--- src/rtl/skullfet_cell_sequencer.sv ---
// Self-test sequencer for the SkullFET inverter/NAND pair: walks all four A/B vectors, samples synchronized outputs, counts mismatches.
// Optional first-failure capture ports are enabled with `define SKULLFET_SEQ_FAILLOG_EN.
module skullfet_cell_sequencer #(
    parameter int SETTLE_CYCLES = 4,
    parameter int LOOPS_W       = 8
) (
    input  logic               clk,
    input  logic               rst_n,
    input  logic               start,
    input  logic               stop,
    input  logic [LOOPS_W-1:0] loops,
    input  logic               inv_y,
    input  logic               nand_y,
    output logic               drv_a,
    output logic               drv_b,
    output logic               busy,
    output logic               done,
    output logic               pass,
    output logic [7:0]         err_count,
    output logic [1:0]         vector
`ifdef SKULLFET_SEQ_FAILLOG_EN
    ,
    output logic               fail_valid,
    output logic [1:0]         fail_vec,
    output logic               fail_cell,
    output logic [LOOPS_W-1:0] fail_loop
`endif
);

    localparam logic [2:0] IDLE   = 3'd0;
    localparam logic [2:0] DRIVE  = 3'd1;
    localparam logic [2:0] SETTLE = 3'd2;
    localparam logic [2:0] SAMPLE = 3'd3;
    localparam logic [2:0] DONE   = 3'd4;

    localparam logic [7:0] SETTLE_LOAD = 8'(SETTLE_CYCLES - 1);

    logic [2:0]         state_q, state_d;
    logic [1:0]         vec_q, vec_d;
    logic [LOOPS_W-1:0] loop_q, loop_d;
    logic [7:0]         settle_q, settle_d;
    logic [7:0]         err_q, err_d;
    logic               drv_a_q, drv_a_d;
    logic               drv_b_q, drv_b_d;
    logic               stop_seen_q, stop_seen_d;
    logic               inv_s1_q, inv_s2_q;
    logic               nand_s1_q, nand_s2_q;

    logic               inv_err, nand_err;
    logic [8:0]         err_sum;
    logic               start_accept;

    assign busy         = (state_q != IDLE) && (state_q != DONE);
    assign done         = (state_q == DONE);
    assign pass         = done && (err_q == 8'd0);
    assign err_count    = err_q;
    assign vector       = vec_q;
    assign drv_a        = drv_a_q;
    assign drv_b        = drv_b_q;
    assign start_accept = start && ((state_q == IDLE) || (state_q == DONE));

    // An unknown synchronized value fails the equality test and falls into the mismatch branch.
    always_comb begin
        inv_err  = 1'b1;
        nand_err = 1'b1;
        if (inv_s2_q == ~drv_a_q) begin
            inv_err = 1'b0;
        end
        if (nand_s2_q == ~(drv_a_q & drv_b_q)) begin
            nand_err = 1'b0;
        end
        err_sum = {1'b0, err_q} + {8'd0, inv_err} + {8'd0, nand_err};
    end

    always_comb begin
        state_d     = state_q;
        vec_d       = vec_q;
        loop_d      = loop_q;
        settle_d    = settle_q;
        err_d       = err_q;
        drv_a_d     = drv_a_q;
        drv_b_d     = drv_b_q;
        stop_seen_d = stop_seen_q;
        if (busy && stop) begin
            stop_seen_d = 1'b1;
        end
        case (state_q)
            IDLE, DONE: begin
                if (start) begin
                    state_d     = DRIVE;
                    vec_d       = 2'd0;
                    loop_d      = '0;
                    err_d       = 8'd0;
                    stop_seen_d = 1'b0;
                end
            end
            DRIVE: begin
                drv_a_d  = vec_q[1];
                drv_b_d  = vec_q[0];
                settle_d = SETTLE_LOAD;
                state_d  = SETTLE;
            end
            SETTLE: begin
                if (settle_q == 8'd0) begin
                    state_d = SAMPLE;
                end else begin
                    settle_d = settle_q - 8'd1;
                end
            end
            SAMPLE: begin
                err_d = err_sum[8] ? 8'hFF : err_sum[7:0];
                if (vec_q != 2'd3) begin
                    vec_d   = vec_q + 2'd1;
                    state_d = DRIVE;
                end else begin
                    loop_d = loop_q + 1'b1;
                    if (stop || stop_seen_q || ((loops != '0) && (loop_d == loops))) begin
                        state_d = DONE;
                    end else begin
                        vec_d   = 2'd0;
                        state_d = DRIVE;
                    end
                end
            end
            default: state_d = IDLE;
        endcase
    end

    always_ff @(posedge clk or negedge rst_n) begin
        if (!rst_n) begin
            state_q     <= IDLE;
            vec_q       <= 2'd0;
            loop_q      <= '0;
            settle_q    <= 8'd0;
            err_q       <= 8'd0;
            drv_a_q     <= 1'b0;
            drv_b_q     <= 1'b0;
            stop_seen_q <= 1'b0;
            inv_s1_q    <= 1'b0;
            inv_s2_q    <= 1'b0;
            nand_s1_q   <= 1'b0;
            nand_s2_q   <= 1'b0;
        end else begin
            state_q     <= state_d;
            vec_q       <= vec_d;
            loop_q      <= loop_d;
            settle_q    <= settle_d;
            err_q       <= err_d;
            drv_a_q     <= drv_a_d;
            drv_b_q     <= drv_b_d;
            stop_seen_q <= stop_seen_d;
            inv_s1_q    <= inv_y;
            inv_s2_q    <= inv_s1_q;
            nand_s1_q   <= nand_y;
            nand_s2_q   <= nand_s1_q;
        end
    end

`ifdef SKULLFET_SEQ_FAILLOG_EN
    logic               fail_valid_q;
    logic [1:0]         fail_vec_q;
    logic               fail_cell_q;
    logic [LOOPS_W-1:0] fail_loop_q;

    assign fail_valid = fail_valid_q;
    assign fail_vec   = fail_vec_q;
    assign fail_cell  = fail_cell_q;
    assign fail_loop  = fail_loop_q;

    // Only the first mismatch of a run is kept; NAND wins when both cells disagree.
    always_ff @(posedge clk or negedge rst_n) begin
        if (!rst_n) begin
            fail_valid_q <= 1'b0;
            fail_vec_q   <= 2'd0;
            fail_cell_q  <= 1'b0;
            fail_loop_q  <= '0;
        end else if (start_accept) begin
            fail_valid_q <= 1'b0;
            fail_vec_q   <= 2'd0;
            fail_cell_q  <= 1'b0;
            fail_loop_q  <= '0;
        end else if ((state_q == SAMPLE) && (inv_err || nand_err) && !fail_valid_q) begin
            fail_valid_q <= 1'b1;
            fail_vec_q   <= vec_q;
            fail_cell_q  <= nand_err;
            fail_loop_q  <= loop_q;
        end
    end
`else
    logic unused_start_accept;
    assign unused_start_accept = start_accept;
`endif

endmodule

--- config.mk ---
export PLATFORM = sky130hd
export DESIGN_NAME = skullfet_cell_sequencer
export DESIGN_NICKNAME = d
export VERILOG_FILES = /design/src/rtl/skullfet_cell_sequencer.sv
export SDC_FILE = /design/constraint.sdc
export NUM_CORES = 1
export LEC_CHECK = 0
export ABC_CLOCK_PERIOD_IN_PS = 2100
export BUFFER_PORTS_ARGS = -buffer_cell sky130_fd_sc_hd__buf_2
export CAP_MARGIN = 20
export CORE_ASPECT_RATIO = 1.4
export CORE_UTILIZATION = 50
export DETAILED_ROUTE_END_ITERATION = 10
export PLACE_DENSITY = 0.84
export SLEW_MARGIN = 20
export SYNTH_ARGS = -nofsm -noshare
export SYNTH_HDL_FRONTEND = slang
export SYNTH_SLANG_ARGS = --single-unit
--- constraint.sdc ---
create_clock -name clk -period 2.1 [get_ports clk]
set_input_delay 0.42 -clock clk [delete_from_list [all_inputs] [get_ports clk]]
set_output_delay 0.42 -clock clk [all_outputs]
set_load 0.005 [all_outputs]
==> key figures <==
Setup path
  • Worst path required time: between 2000 and 2500 ps
  • Crit Path Category: flop to flop
  • Data arrival time of the worst path: between 2000 and 2500 ps
  • Critical Path Sink Type: flop
  • Startpoint class of the critical path: flop
  • Critical path peak fanout: 4
  • Reg2Reg Setup Slack: ~1.6 ps

Synth
  • Adder-cell share of the synthesized area: 0.0390
  • Synth Flop Type: dfrtp_1
  • Post-Syn Area per Cell: ~9.4 sq um
  • Most frequent cells after synthesis: dfrtp_1 (36), nor2_1 (23), nand2_1 (19)
  • Post-synthesis cell count: between 200 and 250
  • Top-count cell post-synth: dfrtp_1
  • Synth Area in Compound Gates: 0.188
  • Yosys top cell area share: 0.425
  • Mux cell area share after synthesis: 0.0159
  • Post-Syn Nets: 246
  • Synth Cell Area: roughly 2100 sq um
  • Share of flip-flops with an asynchronous set or reset: 1.00
  • XOR/XNOR Fraction of Synth Area: 0.0703
  • Synth Register Bits: 36
  • Area leader, netlist: dfrtp_1
  • Largest cells by area after synthesis: dfrtp_1 (43%), nor2_1 (4.1%), xor2_1 (3.7%), a21oi_1 (3.5%), o21ai_0 (3.5%)
  • Simple logic cell fraction of the synthesized area: 0.214
  • Sequential share of the synthesized area: 0.425
  • Largest family of logic cells by synthesized area: simple AND/OR/NAND/NOR gates
  • Yosys warns: 0
  • Post-synth EDFFs: 0
  • Yosys cell types: just under 50

Die
  • FP Rows: 27
  • Die Width: about 57 um
  • Die Area: between 4000 and 5000 sq um
  • I/O Pins: 29
  • Placeable Area: approximately 4000 sq um
  • Initial Util: 0.531
  • DIE HEIGHT: 79.0 um

GRT
  • Total Routing Usage GR: 0.233
  • Initial antenna violation count: 0
  • Global-route wire length before repair: 8000 um
  • Congestion Overflow GR: 0
  • Largest net degree at the start of global routing: 37
  • Vias in the first global route: 1,856

Clock tree
  • Worst-path clk slew: approximately 70 ps
  • CTS Buf Count: 5
  • Worst-Skew Late Latency: approximately 290 ps
  • CTS tree: yes
  • Hold-fix buffers, CTS: 0
  • Clock Root Buffer: clkbuf_8
  • Clock sink total: 36
  • Clk buf depth: 2
  • # H-tree levels: 2

STA
  • Clock skew: around 2.9 ps
  • Fmax: between 0.4 and 0.5 GHz
  • Period minus WS final: approximately 2100 ps
  • Fin Hold WS: 200 ps
  • RSZ-0062 raised after global routing: yes
  • Final hold viol count: 0
  • Part of the cycle the worst path needs: 0.999
  • Final-report setup violation count: 0
  • Worst slew pin tran: about 780 ps
  • Max-slew headroom: 0.479
  • Count of pins over their slew limit: 0

Power
  • Total power: roughly 0.0030 W
  • Power Density: ~1200 nW/um^2
  • LEAKAGE: roughly 1.2 nW
  • Max rail drop VDD: approximately 0.67 mV

Route
  • Vias: roughly 1.8k
  • Vias per std cell: between 5 and 6
  • Initial DRC count: 100
  • Antenna Nets Post-Route: 0
  • # DRC: 2
  • Final wirelength: between 4000 and 5000 um
  • Avg WL per Cell: 15.2 um
  • Drt first pass iters: 7

Cells and area
  • Area delta synth->final: 17.7%
  • Final Core Density: 0.625
  • Share of cells above drive strength 1: 0.259
  • Final net count: approximately 290
  • # diodes: 0
  • Final Non-Filler Cells: between 300 and 400

Placement
  • I/O Buffers: 28
  • GP Congestion: roughly 0.79
  • Post-Place Cells: roughly 300
  • Detail Placement HPWL: about 3400 um

Run
  • Max Cap Violations: 0

Status
  • Status: finished with violations
  • Failing checks: DRC

Hold path
  • Hold WC Path Type: primary input to asynchronous set/reset pin
==> cell type report <==
cell class                      count  area, sq um
Clock buffer                        8         90.1
Fill cell                         344         1490
Inverter                            8         30.0
Multi-Input combinational cell    171         1160
Sequential cell                    36          901
Tap cell                           43         53.8
Timing Repair Buffer               43          253
==> metrics by stage <==
stage               setup WS [ps]  setup TNS [ps]  cell area [sq um]
finish                       1.61               0               2490
detailed placement          -19.7           -53.1               2340
global placement             57.6               0               2340
global route                -62.2            -172               2490
floorplan                    33.8               0               2120
CTS                          14.0               0               2430
==> path summary, 6_finish.rpt <==
check,start,to,cells after the start
max,drv_a$_DFFE_PN0P_,err_count[2]$_DFFE_PN0P_,9
min reg2reg,nand_s1_q$_DFF_PN0_,nand_s2_q$_DFF_PN0_,0
max in group asynchronous,rst_n,loop_q[0]$_DFFE_PN0P_,1
max reg2reg,drv_a$_DFFE_PN0P_,err_count[2]$_DFFE_PN0P_,9
min,rst_n,err_count[7]$_DFFE_PN0P_,1
min in group clk,nand_y,nand_s1_q$_DFF_PN0_,1
==> cell usage in the layout, fill, tap and decap left out, types with 2 or more instances in the layout <==
cell      count
and2_1        3
inv_1         7
nor2_1       23
clkbuf_1      2
xnor2_1       7
buf_4        15
nor4_1        6
a22o_1        3
xor2_1        9
and3_1        4
nor3b_1       2
a311oi_1      2
o21ai_0      15
mux2_2        3
a21oi_1      15
a41oi_1       2
a31oi_1       6
nand2_1      18
nand3_1      11
dfrtp_1      36
nor2b_1       2
nor3_1        3
buf_2        28
o31ai_1       2
clkbuf_8      6
ha_1          3
nand3b_1      4
==> metal layers <==
metal | GRT usage | routed length [um] | vias up
met5 | 0 | 0 | -
met4 | 0.102 | 93 | 0
met3 | 0.0456 | 176 | 9
met2 | 0.416 | 2420 | 38
met1 | 0.265 | 1990 | 890
li1 | - | - | 896
==> logic make-up after synthesis <==
logic type | count (synthesis)
fa+ha+maj | 6
xor+xnor | 17
buf+inv | 19
compound gates | 57
flops | 36
simple gates | 88
mux | 3
==> power breakdown <==
group          switching (W)  internal [W]
Clock               0.000239      0.000267
Combinational       0.000767      0.000654
Sequential          0.000218      0.000889
==> state kept, by name (all words and copies together) (netlist names) <==
register     count
drv_a            1
drv_b            1
err_count        8
inv_s1_q         1
inv_s2_q         1
loop_q           8
nand_s1_q        1
nand_s2_q        1
settle_q         8
state_q          3
stop_seen_q      1
vector           2
==> repair_timing <==
item,CTS,global route
gates resized for setup,1,9
pin swaps,2,6
buffers inserted,0,2
endpoints found under the setup margin,6,11
==> critical path, stage by stage, from the launching register on <==
cell     delay (ps)
dfrtp_1         410
nand2_2          80
xnor2_2         150
fa_2            400
inv_2            80
ha_4            120
and4_4          230
nand4_1         190
a41o_1          270
nor2_1          100
No activity file was read; power rests on OpenSTA's default activity.
